`config.mk`:
```
export PLATFORM = sky130hd
export DESIGN_NAME = priv_1_12_trap_sequencer_flat
export DESIGN_NICKNAME = d
export VERILOG_FILES = /design/src/rtl/priv_1_12_trap_sequencer_pkg.sv /design/src/rtl/priv_1_12_trap_sequencer_if.sv /design/src/rtl/priv_1_12_trap_vector_calc.sv /design/src/rtl/priv_1_12_trap_sequencer.sv /design/src/flat_wrapper.sv
export SDC_FILE = /design/constraint.sdc
export NUM_CORES = 1
export LEC_CHECK = 0
export CORE_ASPECT_RATIO = 1.4
export CORE_MARGIN = 2
export CORE_UTILIZATION = 47
export CTS_CLUSTER_SIZE = 24
export DETAILED_ROUTE_END_ITERATION = 16
export PLACE_DENSITY_LB_ADDON = 0.25
export SLEW_MARGIN = 10
export SYNTH_ARGS = -nofsm -noshare
export SYNTH_HDL_FRONTEND = slang
export SYNTH_SLANG_ARGS = --single-unit
```
`constraint.sdc`:
```
create_clock -name CLK -period 8.5 [get_ports CLK]
set_input_delay 1.7 -clock CLK [delete_from_list [all_inputs] [get_ports CLK]]
set_output_delay 1.7 -clock CLK [all_outputs]
set_load 0.01 [all_outputs]
```
`src/rtl/priv_1_12_trap_sequencer_pkg.sv`:
```
// Shared machine-mode types for the v1.12 trap sequencer: FSM states, trap kind, mtvec/mcause layouts.
// Pure declarations; no latency or flow control of its own.
package machine_mode_types_1_12_pkg;

  typedef enum logic [1:0] {
    IDLE     = 2'd0,
    DRAIN    = 2'd1,
    COMMIT   = 2'd2,
    REDIRECT = 2'd3
  } trap_seq_state_t;

  typedef enum logic {
    TRAP = 1'b0,
    RET  = 1'b1
  } trap_kind_t;

  localparam logic [1:0] DIRECT   = 2'd0;
  localparam logic [1:0] VECTORED = 2'd1;

  typedef struct packed {
    logic [29:0] base;
    logic [1:0]  mode;
  } mtvec_t;

  typedef struct packed {
    logic        interrupt;
    logic [30:0] cause;
  } mcause_t;

endpackage

```
`src/rtl/priv_1_12_trap_sequencer_if.sv`:
```
// Bundle between the trap sequencer and int_ex_handler / CSR file / hazard unit.
// master = sequencer side, slave = environment side; level requests, strobe responses, no backpressure.
interface priv_1_12_trap_sequencer_if;
  import machine_mode_types_1_12_pkg::*;

  logic        trap_req;
  logic        mret;
  logic        pipe_clear;
  mtvec_t      curr_mtvec;
  mcause_t     curr_mcause;
  logic [31:0] curr_mepc;

  logic        pipe_stall;
  logic        pipe_flush;
  logic        trap_commit;
  logic        mret_commit;
  logic        insert_pc;
  logic [31:0] priv_pc;
  logic        busy;
  logic        drain_timeout;

  modport master (
    input  trap_req, mret, pipe_clear, curr_mtvec, curr_mcause, curr_mepc,
    output pipe_stall, pipe_flush, trap_commit, mret_commit, insert_pc, priv_pc, busy, drain_timeout
  );

  modport slave (
    output trap_req, mret, pipe_clear, curr_mtvec, curr_mcause, curr_mepc,
    input  pipe_stall, pipe_flush, trap_commit, mret_commit, insert_pc, priv_pc, busy, drain_timeout
  );

endinterface

```
`src/rtl/priv_1_12_trap_vector_calc.sv`:
```
// Redirect target: vectored/direct mtvec for traps, aligned mepc for MRET.
// Purely combinational, zero latency, no flow control.
module priv_1_12_trap_vector_calc
  import machine_mode_types_1_12_pkg::*;
#(
  parameter int VECTOR_CAUSES = 16
) (
  input  mtvec_t      i_mtvec,
  input  mcause_t     i_mcause,
  input  logic [31:0] i_mepc,
  input  trap_kind_t  i_kind,
  output logic [31:0] o_target
);

  logic [31:0] w_base;
  logic [31:0] w_mepc_aligned;
  logic [31:0] w_offset;
  logic        w_vectored;

  assign w_base         = {i_mtvec.base, 2'b00};
  assign w_mepc_aligned = i_mepc & ~32'h3;
  assign w_offset       = {i_mcause.cause[29:0], 2'b00};
  // Reserved modes 2/3 fall through to the base address.
  assign w_vectored     = (i_mtvec.mode == VECTORED) && i_mcause.interrupt &&
                          (i_mcause.cause < 31'(VECTOR_CAUSES));

  always_comb begin
    o_target = w_base;
    if (i_kind == RET) begin
      o_target = w_mepc_aligned;
    end else if (w_vectored) begin
      o_target = w_base + w_offset;
    end
  end

endmodule

```
`src/rtl/priv_1_12_trap_sequencer.sv`:
```
// Trap-entry / MRET-exit sequencer: IDLE -> DRAIN -> COMMIT -> REDIRECT, Moore outputs.
// Latency 3 to DRAIN_TIMEOUT+2 cycles request-to-redirect; requests ignored outside IDLE (upgrade only in DRAIN).
module priv_1_12_trap_sequencer
  import machine_mode_types_1_12_pkg::*;
#(
  parameter int DRAIN_TIMEOUT = 16,
  parameter int VECTOR_CAUSES = 16
) (
  input  logic                         CLK,
  input  logic                         nRST,
  priv_1_12_trap_sequencer_if.master   bus
);

  localparam int CW = $clog2(DRAIN_TIMEOUT);

  trap_seq_state_t r_state;
  trap_kind_t      r_kind;
  logic [CW-1:0]   r_cnt;
  logic            r_timeout;

  logic            w_cnt_last;
  logic [31:0]     w_target;

  assign w_cnt_last = (r_cnt == CW'(DRAIN_TIMEOUT - 1));

  always_ff @(posedge CLK or negedge nRST) begin
    if (!nRST) begin
      r_state   <= IDLE;
      r_kind    <= TRAP;
      r_cnt     <= '0;
      r_timeout <= 1'b0;
    end else begin
      r_timeout <= 1'b0;
      case (r_state)
        IDLE: begin
          r_cnt <= '0;
          if (bus.trap_req) begin
            r_state <= DRAIN;
            r_kind  <= TRAP;
          end else if (bus.mret) begin
            r_state <= DRAIN;
            r_kind  <= RET;
          end
        end
        DRAIN: begin
          // A trap arriving while an MRET drains takes over the sequence.
          if (bus.trap_req) begin
            r_kind <= TRAP;
          end
          if (bus.pipe_clear || w_cnt_last) begin
            r_state   <= COMMIT;
            r_cnt     <= '0;
            r_timeout <= !bus.pipe_clear;
          end else begin
            r_cnt <= r_cnt + 1'b1;
          end
        end
        COMMIT:   r_state <= REDIRECT;
        REDIRECT: r_state <= IDLE;
        default:  r_state <= IDLE;
      endcase
    end
  end

  priv_1_12_trap_vector_calc #(
    .VECTOR_CAUSES (VECTOR_CAUSES)
  ) u_vector_calc (
    .i_mtvec  (bus.curr_mtvec),
    .i_mcause (bus.curr_mcause),
    .i_mepc   (bus.curr_mepc),
    .i_kind   (r_kind),
    .o_target (w_target)
  );

  assign bus.busy          = (r_state != IDLE);
  assign bus.pipe_stall    = (r_state != IDLE);
  assign bus.pipe_flush    = (r_state == COMMIT);
  assign bus.trap_commit   = (r_state == COMMIT) && (r_kind == TRAP);
  assign bus.mret_commit   = (r_state == COMMIT) && (r_kind == RET);
  assign bus.drain_timeout = (r_state == COMMIT) && r_timeout;
  assign bus.insert_pc     = (r_state == REDIRECT);
  // CSRs were updated on the COMMIT closing edge, so curr_* are already post-commit here.
  assign bus.priv_pc       = (r_state == REDIRECT) ? w_target : 32'h0;

endmodule

```
`src/flat_wrapper.sv`:
```
// flat-port wrapper written by rule: the top's interface ports become plain ports
module priv_1_12_trap_sequencer_flat import machine_mode_types_1_12_pkg::*;
#(
  parameter int DRAIN_TIMEOUT = 16,
  parameter int VECTOR_CAUSES = 16
)
  (CLK, nRST, bus_trap_req, bus_mret, bus_pipe_clear, bus_curr_mtvec, bus_curr_mcause, bus_curr_mepc, bus_pipe_stall, bus_pipe_flush, bus_trap_commit, bus_mret_commit, bus_insert_pc, bus_priv_pc, bus_busy, bus_drain_timeout);
  priv_1_12_trap_sequencer_if bus_i ();
  input  logic CLK;
  input  logic nRST;
  input wire logic [$bits(bus_i.trap_req)-1:0] bus_trap_req;
  input wire logic [$bits(bus_i.mret)-1:0] bus_mret;
  input wire logic [$bits(bus_i.pipe_clear)-1:0] bus_pipe_clear;
  input wire logic [$bits(bus_i.curr_mtvec)-1:0] bus_curr_mtvec;
  input wire logic [$bits(bus_i.curr_mcause)-1:0] bus_curr_mcause;
  input wire logic [$bits(bus_i.curr_mepc)-1:0] bus_curr_mepc;
  output wire logic [$bits(bus_i.pipe_stall)-1:0] bus_pipe_stall;
  output wire logic [$bits(bus_i.pipe_flush)-1:0] bus_pipe_flush;
  output wire logic [$bits(bus_i.trap_commit)-1:0] bus_trap_commit;
  output wire logic [$bits(bus_i.mret_commit)-1:0] bus_mret_commit;
  output wire logic [$bits(bus_i.insert_pc)-1:0] bus_insert_pc;
  output wire logic [$bits(bus_i.priv_pc)-1:0] bus_priv_pc;
  output wire logic [$bits(bus_i.busy)-1:0] bus_busy;
  output wire logic [$bits(bus_i.drain_timeout)-1:0] bus_drain_timeout;
  assign bus_i.trap_req = bus_trap_req;
  assign bus_i.mret = bus_mret;
  assign bus_i.pipe_clear = bus_pipe_clear;
  assign bus_i.curr_mtvec = bus_curr_mtvec;
  assign bus_i.curr_mcause = bus_curr_mcause;
  assign bus_i.curr_mepc = bus_curr_mepc;
  assign bus_pipe_stall = bus_i.pipe_stall;
  assign bus_pipe_flush = bus_i.pipe_flush;
  assign bus_trap_commit = bus_i.trap_commit;
  assign bus_mret_commit = bus_i.mret_commit;
  assign bus_insert_pc = bus_i.insert_pc;
  assign bus_priv_pc = bus_i.priv_pc;
  assign bus_busy = bus_i.busy;
  assign bus_drain_timeout = bus_i.drain_timeout;
  priv_1_12_trap_sequencer #(.DRAIN_TIMEOUT(DRAIN_TIMEOUT), .VECTOR_CAUSES(VECTOR_CAUSES)) u_core (.CLK(CLK), .nRST(nRST), .bus(bus_i));
endmodule
```
# After elaboration in Yosys (flattened, before gate mapping)
# Cells that the tools add are included.
# op_classes
addsub,2
mux,15
bitwise,1
eq_ne,8
reduce_logical,12
order_cmp,1
# op_table
cell,count
2-to-1 mux 32 bit,3
adder 32 bit,1
"less-than comparator 31 x 5 -> 1 bit, second input constant",1
case mux 2 bit (4 select lines),1
case mux 4 bit (2 select lines),1
2-to-1 mux 2 bit,3
logical AND 1 bit,5
2-to-1 mux 1 bit,5
"adder 4 x 1 -> 4 bit, second input constant",1
"equality test 2 x 1 -> 1 bit, second input constant",2
"equality test 2 bit, second input constant",2
"equality test 4 bit, second input constant",1
2-to-1 mux 4 bit,1
nonzero test 2 bit,2
"!= test 3 bit, second input constant",1
AND reduction 3 bit,1
zero test 2 bit,1
"!= test 2 x 1 -> 1 bit, second input constant",1
"!= test 2 bit, second input constant",1
case mux 1 bit (2 select lines),1
AND reduction 2 bit,1
zero test 1 bit,1
logical OR 1 bit,1
inverter 1 bit,1
# word_totals
input_bits,101
output_inout_bits,39
elab_cells,43
register_bits,8

# Longest topological paths before layout
# Gate-level depths: netlist of run 1.
# logic_depth
depth_word,6
mapped_depth,10
depth_no_buf,10

# Modules after synthesis
# A second synthesis of run 1 with hierarchy kept.
# unflattened
hier_cells,408
area_unflattened_um2,2836.5
# by_module_without_submodules
mod,area_per_inst_um2,instances,cells_each
priv_1_12_trap_vector_calc,2128.3,1,326
priv_1_12_trap_sequencer,708.2,1,82

# Least setup slack after synthesis of run 1
# Ideal clock, no wire load.
# synth_path
path_type,input to output
start,input bus_curr_mcause[10]
end,output bus_priv_pc[27]
t_required_ns,6.800
t_arrival_ns,3.640
stages,8
path_slack_ns,3.160
path_cell_list,ha_1 nand2_2 or3_4 o21ai_4 o21ai_2 a311oi_1 mux2_1 a211oi_2
# synth_between
elab_chain_len,5
elab_cells_between_ends,6
classes_between,add/sub (1); order compare (1); mux (3); reduce/logical (1)
# synth_rtl
element,line_no,rtl
from (decl),flat_wrapper.sv:15,input wire logic [$bits(bus_i.curr_mcause)-1:0] bus_curr_mcause;
less-than comparator 31 x 5 -> 1 bit,priv_1_12_trap_vector_calc.sv:25,(i_mcause.cause < 31'(VECTOR_CAUSES));
logical AND 1 bit,priv_1_12_trap_vector_calc.sv:24,assign w_vectored = (i_mtvec.mode == VECTORED) && i_mcause.interrupt &&
2-to-1 mux 32 bit (*),priv_1_12_trap_vector_calc.sv:31,end else if (w_vectored) begin
2-to-1 mux 32 bit (*),priv_1_12_trap_vector_calc.sv:29,if (i_kind == RET) begin
2-to-1 mux 32 bit (*),priv_1_12_trap_sequencer.sv:83,assign bus.priv_pc = (r_state == REDIRECT) ? w_target : 32'h0;
to (decl),flat_wrapper.sv:22,output wire logic [$bits(bus_i.priv_pc)-1:0] bus_priv_pc;
# Mark *: on every way between the ends. The rest lies on a longest branch, timed or not.

# Worst setup path after layout of run 1
# layout_path
start,input bus_curr_mcause[18]
end,output bus_priv_pc[27]
# The elaborated chain is that of the path after synthesis.

==> results.py, run 1 <==
metrics = {
    "worst_setup_path": {
        "crit_path_start_kind": "input port",
        "timing.critical_path.fanout_max": 9,
        "r2r_start": "u_core.r_state[1]",
        "critPathBufInv": 2,
        "critical_path_arrival_ns": 5.06,
        "endpoint_kind": "output port",
        "worst_r2r_endpoint": "u_core.r_state[1]",
        "cpLargestDelayFamily": "buffers and inverters",
        "worst_path_most_repeated_cell": "clkdlybuf4s50_1",
        "critical_path.slowest_cell": "clkdlybuf4s50_1",
        "ff2ff_setup_slack_ns": 6.91,
        "rr_worst_depth": 7,
        "cell_by_cell_trace_of_the_critical_path": "clkdlybuf4s50_1, ha_1, and4_1, nand2_1, nor2_1, o21ai_2, a311oi_1, mux2_1, a211oi_2, clkdlybuf4s50_1",
        "cp_data_required_time_ns": 6.80,
        "setup.worst_path.class": "input port to output port",
        "cpPeakStageDelay_ns": 0.58,
    },
    "floorplan": {
        "floorplan.die_area_mm2": 0.00727,
        "fp.dieH_um": 100,
        "floorplan.core_area_mm2": 0.00648,
        "start_util_pct": 47.9,
        "core.rowCount": 35,
        "floorplan_die_width_um": 72.7,
        "num_io_pins": 140,
    },
    "timing": {
        "fmaxAchievable_mhz": 148,
        "report.final.hold_viol_count": 0,
        "grt_setup_unrepaired": "no",
        "setup_total_negative_slack_ns": 0,
        "fin_skew_ns": 0.00139,
        "period_needed_ns": 6.76,
        "worst_pin_slew_ns": 0.703,
        "report.final.slew_viol_count": 0,
        "timing.slew.headroom_pct": 53.1,
        "setup_viol": 0,
        "finalCritPeriodShare_pct": 79.6,
    },
    "power_and_ir_drop": {
        "power.share.switching_pct": 48.4,
        "power.switching_w": 0.000322,
        "combPwrFrac_pct": 84.3,
        "cell_internal_pwr_w": 0.000343,
        "p_per_area_mw_per_mm2": 149,
        "power.share.sequential_pct": 8.9,
        "pleak_nw": 1.83,
        "power.ir.vdd_worst_mv": 0.192,
        "design_power_total_w": 0.000665,
        "clockPowerShare_pct": 6.8,
    },
    "grt": {
        "global_route.usage.total_pct": 30.3,
        "grt_first_pass_wirelength_um": 17900,
        "grt_pass1_vias": 3914,
        "grt_overflow_total": 0,
        "maximum_number_of_pins_on_one_net_before_global_route_repair": 28,
        "grt_antenna_before_repair": 0,
    },
    "yosys": {
        "netlist-cell-type-count": 79,
        "synthesis.area_per_instance_um2": 7.11,
        "postSynthRegisterBits": 8,
        "synth_area_mm2": 0.00310,
        "synth.yosys.warnings": 0,
        "synth_area_leaders": "ha_1, dfrtp_1, o21ai_0, a21oi_1, nand2_1",
        "synth_flop_type": "dfrtp_1",
        "synth_enable_flop_cells": 0,
        "yosysTopAreaCell": "ha_1",
        "synthesis.instances": 436,
        "synthDominantCellAreaShare_pct": 14.1,
        "yosysMostFrequentCell": "nand2_1",
        "ys_seq_area_share_pct": 6.45,
        "postSynth.asyncResetShare_pct": 100,
        "post_synth_most_frequent_cells": "nand2_1, o21ai_0, a21oi_1, nor2_1, ha_1",
    },
    "clocking": {
        "cts-htree-levels": 1,
        "cts_tree": "yes",
        "cts_buffer_depth": 2,
        "cts_made_buffers": 3,
        "postCtsResizedCells": 0,
        "clkLatencyLatePin_ns": 0.23,
        "root_buffer": "clkbuf_8",
        "number_of_hold_repair_buffers_added_at_the_cts_stage": 0,
        "path_clk_slew_ns": 0.04,
        "clock-sinks": 8,
        "postCtsSetupRepairBufs": 0,
    },
    "drt": {
        "post-route-drc-count": 0,
        "routed-via-count": 3969,
        "viasPerCell": 6.31,
        "wl_per_cell_um": 18.2,
        "routed_wirelength_um": 11400,
        "drt_iter0_markers": 267,
        "detailedRoute.firstPassIterationCount": 5,
        "detail-route-antenna-nets": 0,
    },
    "cells_and_area": {
        "area_growth_syn_to_layout_pct": 44.3,
        "fin_nets": 694,
        "antenna_cells": 0,
        "final_layout_size_suffix_gt1_share_pct": 6.67,
    },
    "status": {
        "result_of_the_run": "completed",
    },
    "min_path": {
        "hold-path-endpoint": "u_core.r_cnt[3]",
        "timing.hold.worst_path_depth": 1,
        "class_of_the_tightest_hold_or_removal_check": "register to register",
        "worst_hold_startpoint": "u_core.r_cnt[3]",
    },
    "job": {
        "maxCapViolCount": 0,
    },
    "placed_design": {
        "globalplace.congestion": 0.941,
        "estimated_wirelength_of_the_detail_placed_design_um": 9140,
        "count_of_buffers_from_port_buffering": 135,
    },
}
[layout by cell type (no fill, tap or decap), types with 10 or more instances in the layout]
cell               n
o21ai_0           39
inv_1             17
clkdlybuf4s50_1  135
nor2_1            38
a21o_1            10
a21oi_1           38
nand2_1           47
nand4_1           10
ha_1              35
xnor2_1           10
nand3_1           11
[sequential cells by signal (all words and copies together) (netlist names)]
register,count
u_core.r_state,2
u_core.r_kind,1
u_core.r_cnt,4
u_core.r_timeout,1
[metrics by stage]
step / area, um^2 / cells / hold slack (ns) / util [%] / worst slack (ns)
after floorplan: 3110 / 437 / 0.446 / - / 3.16
after global placement: 4430 / 626 / 0.465 / 68.4 / 1.85
after detailed placement: 4430 / 626 / 0.495 / 68.4 / 1.81
after CTS: 4480 / 629 / 0.502 / 69.1 / 1.79
after global routing: 4480 / 629 / 0.523 / 69.1 / 1.66
final: 4480 / 629 / 0.508 / 69.1 / 1.74
[kinds of logic (layout without fill, tap and decap cells)]
logic type / after synthesis / count (layout) / share of synthesized area, %
compound gates: 175 / 175 / 41.0
simple gates: 156 / 156 / 25.5
buf+inv: 43 / 161 / 7.10
fa+ha+maj: 36 / 36 / 14.8
xor+xnor: 13 / 13 / 3.67
flops: 8 / 8 / 6.45
mux: 4 / 4 / 1.41
other cells: 1 / 2 / 0.121
[layout make-up]
cell class                      instances  area (um^2)
Multi-Input combinational cell        386         2690
Fill cell                             586         2010
Timing Repair Buffer                  140         1390
Sequential cell                         8          200
Tap cell                               74         92.6
Inverter                               18         67.6
Clock buffer                            3         41.3
[layer usage]
layer | track usage, % | wire length [um] | share of wire, %
met1 | 34.3 | 4440 | 39
met2 | 57.2 | 5940 | 52
met3 | 2.71 | 716 | 6.3
met4 | 11.1 | 329 | 2.9
met5 | 0 | 0 | 0
[worst register-to-register path, cell delays in order, from the launching register on]
cell and delay (ns):
dfrtp_1 0.39, inv_1 0.13, ha_1 0.24, nand2b_1 0.13, nand2b_1 0.22, o31a_1 0.16, nand2_1 0.08, o21ai_0 0.09
[how the worst max path moves through the flow]
stage	slack [ns]	start	end	depth (start not counted)
finish	1.74	bus_curr_mcause[18]	bus_priv_pc[27]	10
floorplan	3.16	bus_curr_mcause[10]	bus_priv_pc[27]	8
detailed placement	1.81	bus_curr_mcause[18]	bus_priv_pc[27]	10
global route	1.66	bus_curr_mcause[15]	bus_priv_pc[27]	10
CTS	1.79	bus_curr_mcause[18]	bus_priv_pc[27]	10
global placement	1.85	bus_curr_mcause[18]	bus_priv_pc[27]	10
[power groups by stage]
| stage | combinational [W] | sequential (W) | clock [W] |
|---|---|---|---|
| after detailed placement | 0.000550 | 0.0000592 | 0 |
| after global placement | 0.000540 | 0.0000577 | 0 |
| final | 0.000561 | 0.0000591 | 0.0000453 |
| after CTS | 0.000557 | 0.0000590 | 0.0000451 |
| after global routing | 0.000607 | 0.0000602 | 0.0000470 |
| after floorplan | 0.000320 | 0.0000561 | 0 |
(Power assumes the default switching activity.)
==> run 2: changes to the inputs <==
--- a/config.mk
+++ b/config.mk
@@ -7,7 +7,7 @@
 export LEC_CHECK = 0
 export CORE_ASPECT_RATIO = 1.4
 export CORE_MARGIN = 2
-export CORE_UTILIZATION = 47
+export CORE_UTILIZATION = 44
 export CTS_CLUSTER_SIZE = 24
 export DETAILED_ROUTE_END_ITERATION = 16
 export PLACE_DENSITY_LB_ADDON = 0.25
==> constraint.sdc (replaced) <==
create_clock -name CLK -period 7.1 [get_ports CLK]
set_input_delay 1.42 -clock CLK [delete_from_list [all_inputs] [get_ports CLK]]
set_output_delay 1.42 -clock CLK [all_outputs]
set_load 0.01 [all_outputs]
==> results.py, run 2 (same netlist as run 1, synthesis figures left out) <==
metrics = {
    "status": {
        "result_of_the_run": "completed",
    },
    "cells_and_area": {
        "layout.core_utilization_pct": 65.3,
        "fin_nets": 694,
        "area_growth_syn_to_layout_pct": 45.1,
        "final.fill_count": 648,
        "reg.largest.list": "u_core.r_cnt (4), u_core.r_state (2)",
        "max_ffs_per_register": 4,
        "antenna_cells": 0,
        "layout_commonest_cell": "clkdlybuf4s50_1",
        "top_register": "u_core.r_cnt",
        "final_layout_size_suffix_gt1_share_pct": 6.67,
        "layout.cells.most_common_list": "clkdlybuf4s50_1, nand2_1, o21ai_0, nor2_1, a21oi_1",
    },
    "grt": {
        "grt_pass1_vias": 3781,
        "grt_overflow_total": 0,
        "grt_first_pass_wirelength_um": 17100,
        "grt_antenna_before_repair": 0,
        "global_route.usage.total_pct": 27.9,
        "maximum_number_of_pins_on_one_net_before_global_route_repair": 33,
    },
    "timing": {
        "fin_skew_ns": 0.00391,
        "period_needed_ns": 6.03,
        "setup_total_negative_slack_ns": 0,
        "fmaxAchievable_mhz": 166,
        "worst_slack_ns": 1.07,
        "hold_slack_ns": 0.505,
        "grt_setup_unrepaired": "no",
        "worst_pin_slew_ns": 0.800,
        "timing.slew.headroom_pct": 46.6,
        "finalCritPeriodShare_pct": 85.0,
        "report.final.hold_viol_count": 0,
        "report.final.slew_viol_count": 0,
        "setup_viol": 0,
    },
    "clocking": {
        "clock-sinks": 8,
        "clkLatencyLatePin_ns": 0.22,
        "number_of_hold_repair_buffers_added_at_the_cts_stage": 0,
        "cts-htree-levels": 1,
        "cts_buffer_depth": 2,
        "path_clk_slew_ns": 0.04,
        "postCtsSetupRepairBufs": 0,
        "postCtsResizedCells": 0,
        "cts_made_buffers": 3,
        "root_buffer": "clkbuf_8",
        "cts_tree": "yes",
    },
    "power_and_ir_drop": {
        "pleak_nw": 1.83,
        "cell_internal_pwr_w": 0.000411,
        "power.ir.vdd_worst_mv": 0.181,
        "combPwrFrac_pct": 83.1,
        "power.share.switching_pct": 48.1,
        "power.share.sequential_pct": 10.4,
        "p_per_area_mw_per_mm2": 176,
        "clockPowerShare_pct": 6.6,
        "power.switching_w": 0.000381,
    },
    "min_path": {
        "class_of_the_tightest_hold_or_removal_check": "register to register",
    },
    "drt": {
        "drt_iter0_markers": 239,
        "routed_wirelength_um": 11200,
        "post-route-drc-count": 0,
        "wl_per_cell_um": 17.2,
        "viasPerCell": 5.89,
        "routed-via-count": 3831,
        "detail-route-antenna-nets": 0,
        "detailedRoute.firstPassIterationCount": 4,
    },
    "worst_setup_path": {
        "critical_path_arrival_ns": 4.61,
        "worst_path_most_repeated_cell": "clkdlybuf4s50_1",
        "endpoint_kind": "output port",
        "critPathBufInv": 2,
        "cell_by_cell_trace_of_the_critical_path": "clkdlybuf4s50_1, ha_1, a21o_1, a21oi_2, a211oi_4, o21ai_2, a311oi_1, mux2_1, a211oi_2, clkdlybuf4s50_1",
        "cp_data_required_time_ns": 5.68,
        "cpPeakStageDelay_ns": 0.58,
        "setup.worst_path.class": "input port to output port",
        "critical_path.slowest_cell": "clkdlybuf4s50_1",
        "timing.critical_path.fanout_max": 5,
        "cpLargestDelayFamily": "compound AO/OA/AOI/OAI gates",
        "crit_path_start_kind": "input port",
    },
    "floorplan": {
        "floorplan_die_width_um": 75.0,
        "fp.dieH_um": 103,
        "start_util_pct": 45.0,
        "core.rowCount": 36,
        "num_io_pins": 140,
        "floorplan.core_area_mm2": 0.00689,
        "floorplan.die_area_mm2": 0.00775,
    },
    "job": {
        "maxCapViolCount": 0,
    },
    "placed_design": {
        "globalplace.congestion": 0.903,
        "count_of_buffers_from_port_buffering": 135,
        "estimated_wirelength_of_the_detail_placed_design_um": 9090,
        "pre_cts_slack_ns": 1.08,
    },
}
[run 2: cell counts in the layout (fill, tap and decap cells not counted)]
Identical to the previous run, type by type.
[run 2: path summary, 6_finish.rpt]
kind | from | to | slack [ns] | depth (start not counted)
max in group asynchronous | nRST | u_core.r_cnt[1] | 5.34 | 1
setup / recovery | bus_curr_mtvec[5] | bus_priv_pc[27] | 1.07 | 10
hold reg to reg | u_core.r_cnt[3] | u_core.r_cnt[3] | 0.50 | 1
setup reg to reg | u_core.r_state[1] | u_core.r_state[0] | 5.51 | 7
min in group asynchronous | nRST | u_core.r_kind | 1.48 | 1
hold / removal | u_core.r_cnt[3] | u_core.r_cnt[3] | 0.50 | 1
[run 2: power by group through the flow]
stage / clock network [W] / registers (W) / logic (W)
after floorplan: 0 / 0.0000671 / 0.000383
after global placement: 0 / 0.0000791 / 0.000640
after detailed placement: 0 / 0.0000819 / 0.000651
after CTS: 0.0000534 / 0.0000814 / 0.000659
after global routing: 0.0000554 / 0.0000829 / 0.000719
final: 0.0000521 / 0.0000820 / 0.000658
[run 2: layout make-up]
| type | instances | area (um^2) | share of cell area (%) |
|---|---|---|---|
| Clock buffer | 3 | 41.3 | 0.917 |
| Multi-Input combinational cell | 386 | 2690 | 59.6 |
| Inverter | 18 | 67.6 | 1.50 |
| Tap cell | 95 | 119 | 2.64 |
| Timing Repair Buffer | 140 | 1390 | 30.9 |
| Sequential cell | 8 | 200 | 4.45 |
[run 2: per-layer routing]
| layer | GRT usage (%) | vias up | part of all wire, % |
|---|---|---|---|
| li1 | - | 1894 | - |
| met5 | 0 | - | 0 |
| met3 | 2.13 | 12 | 5.1 |
| met2 | 54.6 | 145 | 54 |
| met1 | 31.3 | 1780 | 39 |
| met4 | 7.42 | 0 | 1.5 |
[run 2: per-stage QoR]
step                instances  total power, W  area, um^2
detailed placement        647        0.000733        4460
floorplan                 437        0.000450        3110
global placement          647        0.000719        4460
CTS                       650        0.000793        4500
global route              650        0.000858        4500
finish                    650        0.000792        4500
==> run 3: changes to the inputs <==
==> constraint.sdc (replaced) <==
create_clock -name CLK -period 5.79 [get_ports CLK]
set_input_delay 1.158 -clock CLK [delete_from_list [all_inputs] [get_ports CLK]]
set_output_delay 1.158 -clock CLK [all_outputs]
set_load 0.01 [all_outputs]
==> results.py, run 3 (same netlist as run 1, synthesis figures left out) <==
metrics = {
    "drt": {
        "detail-route-antenna-nets": 0,
        "detailedRoute.firstPassIterationCount": 4,
        "post-route-drc-count": 0,
        "wl_per_cell_um": 17.0,
        "routed-via-count": 3864,
        "routed_wirelength_um": 11200,
        "drt_iter0_markers": 238,
        "viasPerCell": 5.89,
    },
    "timing": {
        "report.final.slew_viol_count": 0,
        "setup_total_negative_slack_ns": 0,
        "worst_pin_slew_ns": 0.575,
        "fmaxAchievable_mhz": 179,
        "report.final.hold_viol_count": 0,
        "timing.slew.headroom_pct": 61.6,
        "hold_slack_ns": 0.491,
        "grt_setup_unrepaired": "no",
        "finalCritPeriodShare_pct": 96.6,
        "setup_viol": 0,
        "period_needed_ns": 5.59,
        "fin_skew_ns": 0.00257,
    },
    "clocking": {
        "clkLatencyLatePin_ns": 0.23,
        "cts-htree-levels": 1,
        "postCtsSetupRepairBufs": 0,
        "postCtsResizedCells": 0,
        "cts_buffer_depth": 2,
        "number_of_hold_repair_buffers_added_at_the_cts_stage": 0,
        "cts_made_buffers": 3,
        "cts_tree": "yes",
        "clock-sinks": 8,
        "root_buffer": "clkbuf_8",
        "path_clk_slew_ns": 0.04,
    },
    "worst_setup_path": {
        "critical_path_arrival_ns": 4.43,
        "cp_data_required_time_ns": 4.63,
        "timing.critical_path.fanout_max": 5,
        "critical_path.slowest_cell": "clkdlybuf4s50_1",
        "worst_path_most_repeated_cell": "clkdlybuf4s50_1",
        "crit_path_start_kind": "input port",
        "ff2ff_setup_slack_ns": 4.21,
        "cell_by_cell_trace_of_the_critical_path": "clkdlybuf4s50_1, ha_1, a21o_1, a21oi_2, a211oi_4, o21ai_2, a311oi_1, mux2_1, a211oi_2, clkdlybuf4s50_1",
        "cpPeakStageDelay_ns": 0.57,
        "setup.worst_path.class": "input port to output port",
        "endpoint_kind": "output port",
    },
    "placed_design": {
        "detailed_place.area_mm2": 0.00451,
        "count_of_buffers_from_port_buffering": 135,
        "numPlacedInstances": 653,
        "estimated_wirelength_of_the_detail_placed_design_um": 9130,
        "globalplace.congestion": 0.936,
    },
    "status": {
        "result_of_the_run": "completed",
    },
    "cells_and_area": {
        "fin_nets": 700,
        "top_register": "u_core.r_cnt",
        "area_growth_syn_to_layout_pct": 46.6,
        "layout_commonest_cell": "clkdlybuf4s50_1",
        "layout.cell_area.non_filler_mm2": 0.00455,
        "layout.core_utilization_pct": 66.0,
        "layout.cells.most_common_list": "clkdlybuf4s50_1, nand2_1, o21ai_0, nor2_1, a21oi_1",
        "antenna_cells": 0,
        "final_layout_size_suffix_gt1_share_pct": 7.66,
        "reg.largest.list": "u_core.r_cnt (4), u_core.r_state (2)",
        "final_cells": 656,
        "max_ffs_per_register": 4,
    },
    "min_path": {
        "class_of_the_tightest_hold_or_removal_check": "register to register",
    },
    "floorplan": {
        "fp.dieH_um": 103,
        "start_util_pct": 45.0,
        "floorplan.die_area_mm2": 0.00775,
        "core.rowCount": 36,
        "num_io_pins": 140,
        "floorplan.core_area_mm2": 0.00689,
        "floorplan_die_width_um": 75.0,
    },
    "grt": {
        "maximum_number_of_pins_on_one_net_before_global_route_repair": 26,
        "grt_overflow_total": 0,
        "global_route.usage.total_pct": 28.5,
        "grt_antenna_before_repair": 0,
        "grt_pass1_vias": 3806,
        "grt_first_pass_wirelength_um": 17600,
    },
    "power_and_ir_drop": {
        "pleak_nw": 1.85,
        "p_per_area_mw_per_mm2": 215,
        "power.ir.vdd_worst_mv": 0.223,
    },
    "job": {
        "maxCapViolCount": 0,
    },
}
-- run 3: cell type report --
type / count / area, um^2
clock buffers: 3 / 41.3
fillers: 629 / 2340
inverters: 18 / 67.6
multi-input cells: 386 / 2690
flip-flops and latches: 8 / 200
well taps: 95 / 119
repair buffers: 146 / 1430
-- run 3: critical path: cells and delay by family --
| family | cells | cell delay (ns) |
|---|---|---|
| AO/OA/AOI/OAI | 6 | 1.41 |
| multiplexers | 1 | 0.39 |
| adder cells (fa/ha/maj) | 1 | 0.43 |
| buffers and inverters | 2 | 1.02 |
-- run 3: path summary, 6_finish.rpt --
path,startpoint,cells after the start,endpoint
worst min-delay path,u_core.r_cnt[3],1,u_core.r_cnt[3]
worst max-delay path,bus_curr_mtvec[5],10,bus_priv_pc[27]
max in group asynchronous,nRST,1,u_core.r_cnt[0]
worst max register to register,u_core.r_state[1],7,u_core.r_state[0]
min in group asynchronous,nRST,1,u_core.r_kind
worst min register to register,u_core.r_cnt[3],1,u_core.r_cnt[3]
-- run 3: power breakdown --
part,internal (W),leakage (nW),switching [W]
clock,0.0000451,0.0216,0.0000224
sequential,0.0000729,0.106,0.0000143
combinational,0.000393,1.73,0.000431
total,0.000511,1.85,0.000468
-- run 3: per-stage QoR --
step | total power, W | worst slack (ns)
finish | 0.000978 | 0.198
global placement | 0.000887 | 0.272
detailed placement | 0.000904 | 0.248
global route | 0.00106 | 0.0776
CTS | 0.000978 | 0.233
floorplan | 0.000552 | 1.53
-- run 3: layer usage --
metal / GRT usage, % / vias up / wire, um
met2: 54.5 / 146 / 5950
met4: 9.62 / 0 / 252
met3: 2.33 / 21 / 578
met1: 32.2 / 1789 / 4380
met5: 0 / - / 0
li1: - / 1908 / -
